<file path="src/rtl/lsu_pkg.sv">
// ============================================================================
// Module      : lsu_pkg
// Description : Shared state encoding, RV32I load/store width codes and the
//               request legality check for the load/store unit.
// Revision    : 1.0 - initial release
// ============================================================================
`default_nettype none

package lsu_pkg;

    typedef enum logic [1:0] {
        IDLE     = 2'd0,
        REQ      = 2'd1,
        WAIT_RSP = 2'd2,
        DONE     = 2'd3
    } lsu_state_e;

    localparam logic [2:0] F3_B  = 3'b000;
    localparam logic [2:0] F3_H  = 3'b001;
    localparam logic [2:0] F3_W  = 3'b010;
    localparam logic [2:0] F3_BU = 3'b100;
    localparam logic [2:0] F3_HU = 3'b101;

    // Unsigned widths exist only for loads; halfwords and words must be naturally aligned.
    function automatic logic lsu_legal(input logic       is_store,
                                       input logic [2:0] funct3,
                                       input logic [1:0] addr_lo);
        logic ok;
        ok = 1'b0;
        case (funct3)
            F3_B:    ok = 1'b1;
            F3_BU:   ok = !is_store;
            F3_H:    ok = !addr_lo[0];
            F3_HU:   ok = !is_store && !addr_lo[0];
            F3_W:    ok = (addr_lo == 2'b00);
            default: ok = 1'b0;
        endcase
        return ok;
    endfunction

endpackage

`default_nettype wire

</file>
<file path="src/rtl/load_align.sv">
// ============================================================================
// Module      : load_align
// Description : Selects the addressed byte/halfword of a load response word
//               and sign- or zero-extends it according to funct3.
// Revision    : 1.0 - initial release
// ============================================================================
`default_nettype none

module load_align
    import lsu_pkg::*;
(
    input  logic [31:0] rdata,
    input  logic [2:0]  funct3,
    input  logic [1:0]  addr_lo,
    output logic [31:0] data
);

    logic [7:0]  w_byte;
    logic [15:0] w_half;

    always_comb begin
        w_byte = rdata[7:0];
        case (addr_lo)
            2'd0:    w_byte = rdata[7:0];
            2'd1:    w_byte = rdata[15:8];
            2'd2:    w_byte = rdata[23:16];
            default: w_byte = rdata[31:24];
        endcase
        w_half = addr_lo[1] ? rdata[31:16] : rdata[15:0];

        data = rdata;
        case (funct3)
            F3_B:    data = {{24{w_byte[7]}}, w_byte};
            F3_BU:   data = {24'd0, w_byte};
            F3_H:    data = {{16{w_half[15]}}, w_half};
            F3_HU:   data = {16'd0, w_half};
            default: data = rdata;
        endcase
    end

endmodule

`default_nettype wire

</file>
<file path="src/rtl/load_store_unit.sv">
// ============================================================================
// Module      : load_store_unit
// Description : Data-memory access stage: legality check, valid/ready bus
//               transaction, load alignment and register-file writeback.
// Revision    : 1.0 - initial release
// ============================================================================
`default_nettype none

module load_store_unit
    import lsu_pkg::*;
#(
    parameter int ADDR_W = 32,
    parameter int DATA_W = 32
) (
    input  logic              clk,
    input  logic              reset,
    input  logic              req_valid,
    input  logic              req_is_store,
    input  logic [2:0]        req_funct3,
    input  logic [ADDR_W-1:0] req_addr,
    input  logic [DATA_W-1:0] req_wdata,
    input  logic [4:0]        req_rd,
    output logic              stall,
    output logic              lsu_err,
    output logic              bus_valid,
    input  logic              bus_ready,
    output logic              bus_we,
    output logic [ADDR_W-1:0] bus_addr,
    output logic [3:0]        bus_wstrb,
    output logic [DATA_W-1:0] bus_wdata,
    input  logic              bus_rvalid,
    input  logic [DATA_W-1:0] bus_rdata,
    output logic              wb_we,
    output logic [4:0]        wb_wa,
    output logic [DATA_W-1:0] wb_wd
);

    lsu_state_e        r_state;
    lsu_state_e        w_state_nxt;
    logic              r_is_store;
    logic [2:0]        r_funct3;
    logic [1:0]        r_addr_lo;
    logic [4:0]        r_rd;
    logic [DATA_W-1:0] r_ldata;
    logic              r_bus_we;
    logic [ADDR_W-1:0] r_bus_addr;
    logic [3:0]        r_bus_wstrb;
    logic [DATA_W-1:0] r_bus_wdata;

    logic              w_legal;
    logic              w_accept;
    logic [3:0]        w_wstrb;
    logic [DATA_W-1:0] w_wdata;
    logic [DATA_W-1:0] w_ldata;

    assign w_legal  = lsu_legal(req_is_store, req_funct3, req_addr[1:0]);
    assign w_accept = (r_state == IDLE) && req_valid && w_legal;

    always_comb begin
        w_wstrb = 4'b1111;
        w_wdata = req_wdata;
        case (req_funct3)
            F3_B: begin
                w_wstrb = 4'b0001 << req_addr[1:0];
                w_wdata = {4{req_wdata[7:0]}};
            end
            F3_H: begin
                w_wstrb = 4'b0011 << {req_addr[1], 1'b0};
                w_wdata = {2{req_wdata[15:0]}};
            end
            default: ;
        endcase
    end

    load_align u_load_align (
        .rdata   (bus_rdata),
        .funct3  (r_funct3),
        .addr_lo (r_addr_lo),
        .data    (w_ldata)
    );

    always_ff @(posedge clk or negedge reset) begin
        if (!reset) begin
            r_state     <= IDLE;
            r_is_store  <= 1'b0;
            r_funct3    <= 3'd0;
            r_addr_lo   <= 2'd0;
            r_rd        <= 5'd0;
            r_ldata     <= '0;
            r_bus_we    <= 1'b0;
            r_bus_addr  <= '0;
            r_bus_wstrb <= 4'd0;
            r_bus_wdata <= '0;
        end else begin
            r_state <= w_state_nxt;
            if (w_accept) begin
                r_is_store  <= req_is_store;
                r_funct3    <= req_funct3;
                r_addr_lo   <= req_addr[1:0];
                r_rd        <= req_rd;
                r_bus_we    <= req_is_store;
                r_bus_addr  <= {req_addr[ADDR_W-1:2], 2'b00};
                r_bus_wstrb <= req_is_store ? w_wstrb : 4'd0;
                r_bus_wdata <= req_is_store ? w_wdata : '0;
            end
            if ((r_state == WAIT_RSP) && bus_rvalid) begin
                r_ldata <= w_ldata;
            end
        end
    end

    always_comb begin
        w_state_nxt = r_state;
        stall       = 1'b0;
        lsu_err     = 1'b0;
        bus_valid   = 1'b0;
        wb_we       = 1'b0;
        wb_wa       = 5'd0;
        wb_wd       = '0;
        case (r_state)
            IDLE: begin
                // Gated by reset so the combinational responses stay low while reset is held.
                if (req_valid && reset) begin
                    if (w_legal) begin
                        stall       = 1'b1;
                        w_state_nxt = REQ;
                    end else begin
                        lsu_err = 1'b1;
                    end
                end
            end
            REQ: begin
                stall     = 1'b1;
                bus_valid = 1'b1;
                if (bus_ready) begin
                    w_state_nxt = r_is_store ? DONE : WAIT_RSP;
                end
            end
            WAIT_RSP: begin
                stall = 1'b1;
                if (bus_rvalid) begin
                    w_state_nxt = DONE;
                end
            end
            DONE: begin
                if (!r_is_store) begin
                    wb_we = (r_rd != 5'd0);
                    wb_wa = r_rd;
                    wb_wd = r_ldata;
                end
                w_state_nxt = IDLE;
            end
            default: w_state_nxt = IDLE;
        endcase
    end

    assign bus_we    = r_bus_we;
    assign bus_addr  = r_bus_addr;
    assign bus_wstrb = r_bus_wstrb;
    assign bus_wdata = r_bus_wdata;

endmodule

`default_nettype wire

</file>
<file path="config.mk">
export PLATFORM = sky130hd
export DESIGN_NAME = load_store_unit
export DESIGN_NICKNAME = d
export VERILOG_FILES = /design/src/rtl/lsu_pkg.sv /design/src/rtl/load_align.sv /design/src/rtl/load_store_unit.sv
export SDC_FILE = /design/constraint.sdc
export NUM_CORES = 1
export LEC_CHECK = 0
export BUFFER_PORTS_ARGS = -buffer_cell sky130_fd_sc_hd__buf_4
export CAP_MARGIN = 40
export CORE_MARGIN = 4
export CORE_UTILIZATION = 53
export DETAILED_ROUTE_END_ITERATION = 10
export GPL_ROUTABILITY_DRIVEN = 0
export PLACE_DENSITY = 0.86
export SYNTH_ARGS = -nofsm -noshare
export SYNTH_HDL_FRONTEND = slang
export SYNTH_SLANG_ARGS = --single-unit
</file>
<file path="constraint.sdc">
create_clock -name clk -period 4.9 [get_ports clk]
set_input_delay 0.98 -clock clk [delete_from_list [all_inputs] [get_ports clk]]
set_output_delay 0.98 -clock clk [all_outputs]
set_load 0.01 [all_outputs]
</file>
==> run summary <==
# DRC: 0
CP Capture Type: output port
Max VDD drop: 0.316 mV
XOR/XNOR share of the synthesized area: 0%
Hold Worst Slack: 492 ps
Setup Skew: 14.9 ps
number of placement rows: 37
Final WS setup: 1710 ps
Gate power share: 45.2%
Final Hold Viols: 0
Die Area: 12100 um^2
setup TNS: 0 ps
total power: 3.96 mW
switching pwr: 1.53 mW
final core occ: 72.2%
Syn Area/Cell: 8.83 um^2
# nets final: 931
PortBufs: 217
total grt overflow: 0
CTS H-tree depth: 3
fmax: 314 MHz
Synth Area in Compound Gates: 9.67%
Final Instance Count excl. Fillers: 957
sequential fraction of the synthesis area: 50.2%
IO Pins: 220
largest net degree at the start of global routing: 68
status: finished, final reports clean
final instance area: 7380 um^2
Area Overhead vs Synth: 33.3%
Max FO, Critical Path: 28
Resized Gates After CTS: 0
EDFF count, synth: 0
synthesis warning total: 0
most frequent cells in the layout: buf_4 (223), nand2_1 (201), dfrtp_1 (111)
initial antenna violation count: 0
CP required: 3920 ps
LEAKAGE: 3.86 nW
Post-CTS Setup Bufs: 0
unrepaired setup endpoints after global routing: false
most common cell after layout, fill and taps aside: buf_4
gr usage total: 26.0%
clock buffer depth: 2
vias in the first global route: 5045
die width: 110 um
Root Driver: clkbuf_8
Final HPWL DP: 11800 um
count of different cell masters after synthesis: 41
synthesized flop and latch total: 111
Initial Util: 54.1%
First-pass DRT Iterations: 5
routed wire length: 15900 um
die height: 110 um
Core ar.: 10200 um^2
PwrDens: 537 nW/um^2
Final min period: 3190 ps
DRT antenna net count: 0
synthesized-area fraction occupied by adder cells: 1.13%
share of layout cells above drive strength 1: 34.1%
pre-CTS WS: 1690 ps
max-cap viol count: 0
Sw Share: 38.5%
worst skew pair latency: 380 ps
hold buffer count at CTS: 0
Hold Crit Class: reg2reg
Setup CP Type: in2out
Clock power frac: 13.8%
placed cell area: 7190 um^2
final setup violation count: 0
post-synthesis simple-gate area fraction: 28.5%
cell-internal power: 2.44 mW
Clock Sinks: 111
DR vias: 5209
Critical Path AT: 2210 ps
Syn Inst Count: 627
CTS tree: built
Worst Tran Pin Value: 881 ps
via/cell ratio: 5.44
Slew Viols, Final: 0
period utilization: 65.1%
first-pass GRT wire length: 24400 um
largest family of logic cells by synthesized area: simple AND/OR/NAND/NOR gates
synthesized area: 5540 um^2
Async S/R FF share, synth: 100%
sequential share of power: 40.9%
# diodes: 0
CP Launch Type: primary input
wire length per cell: 16.6 um
CTS clock-pin slew for the worst setup and hold paths: 110 ps
proportion of synthesized area in mux cells: 6.21%
Main synth FF type: dfrtp_1
Worst slew margin: 41.1%
TritonCTS buffer count: 9
number of placed instances, taps included: 941
initial drt markers: 294
## final timing paths
check	start	to	slack [ps]	cells past startpoint
worst max-delay path	req_is_store	stall	1710	6
worst min-delay path	bus_wdata[17]$_DFFE_PN0P_	bus_wdata[17]$_DFFE_PN0P_	490	2
worst max register to register	r_state[0]$_DFFE_PN0P_	r_ldata[18]$_DFFE_PN0P_	2340	5
worst min register to register	bus_wdata[17]$_DFFE_PN0P_	bus_wdata[17]$_DFFE_PN0P_	490	2
max in group asynchronous	reset	bus_addr[22]$_DFFE_PN0P_	3040	2
min in group asynchronous	reset	r_ldata[13]$_DFFE_PN0P_	680	1
## synthesized netlist by cell type, types with 2 or more instances
library cell,n,share of area [%]
nand2_1,201,14
dfrtp_1,111,50
nand3_1,46,4.2
and2_1,39,4.4
nor2_1,32,2.2
clkbuf_1,29,2.0
a21oi_1,26,2.3
mux2_2,25,5.1
o31ai_1,22,3.0
o21ai_0,17,1.5
buf_2,13,1.2
nand3_2,10,1.8
nand3b_1,9,1.2
a21o_1,7,0.95
ha_1,5,1.1
inv_1,5,0.34
buf_4,2,0.27
buf_6,2,0.41
mux2_4,2,0.54
nor2b_1,2,0.23
or4_1,2,0.27
## logic make-up (layout without fill, tap and decap cells)
group	count (synthesis)	after routing
AO/OA/AOI/OAI	83	83
adder cells (fa/ha/maj)	5	5
buffers and inverters	52	245
flip-flops	111	111
multiplexers	29	29
other	1	2
AND/OR/NAND/NOR	346	346
## final cells by class
type                            count  area, um^2
Fill cell                         774        2850
Sequential cell                   111        2780
Multi-Input combinational cell    465        2540
Timing Repair Buffer              224        1690
Tap cell                          136         170
Clock buffer                       12         135
Clock inverter                      4        53.8
Inverter                            5        18.8
## power by group through the flow
| stage | combinational [mW] | sequential (mW) | clock, mW |
|---|---|---|---|
| 3_3_place_gp | 1.73 | 1.63 | 0 |
| 3_5_place_dp | 1.81 | 1.63 | 0 |
| 6_report | 1.79 | 1.62 | 0.547 |
| 2_1_floorplan | 0.931 | 1.63 | 0 |
| 4_1_cts | 1.81 | 1.62 | 0.558 |
| 5_1_grt | 2.00 | 1.68 | 0.594 |
## state kept, by name, summed over array words and instances (netlist names)
name and flops:
bus_wdata 32, r_ldata 32, bus_addr 30, r_rd 5, bus_wstrb 4, r_funct3 3, r_addr_lo 2, r_state 2
bus_we 1
## worst max-delay path, stage by stage
cell and delay (ps):
buf_4 200, a221oi_2 440, o211a_1 250, a21oi_1 70, nor2_1 130, buf_4 140
## metal layers
layer  track usage [%]  wire length, um  vias up  share of wire [%]
li1                  -                -     2445                  -
met2              42.5             7660      280                 48
met1              31.9             5910     2448                 37
met3              8.27             1860       36                 12
met4              11.0              473        0                3.0
met5                 0                0        -                  0
Note: power is estimated with default switching activity, not from simulation.
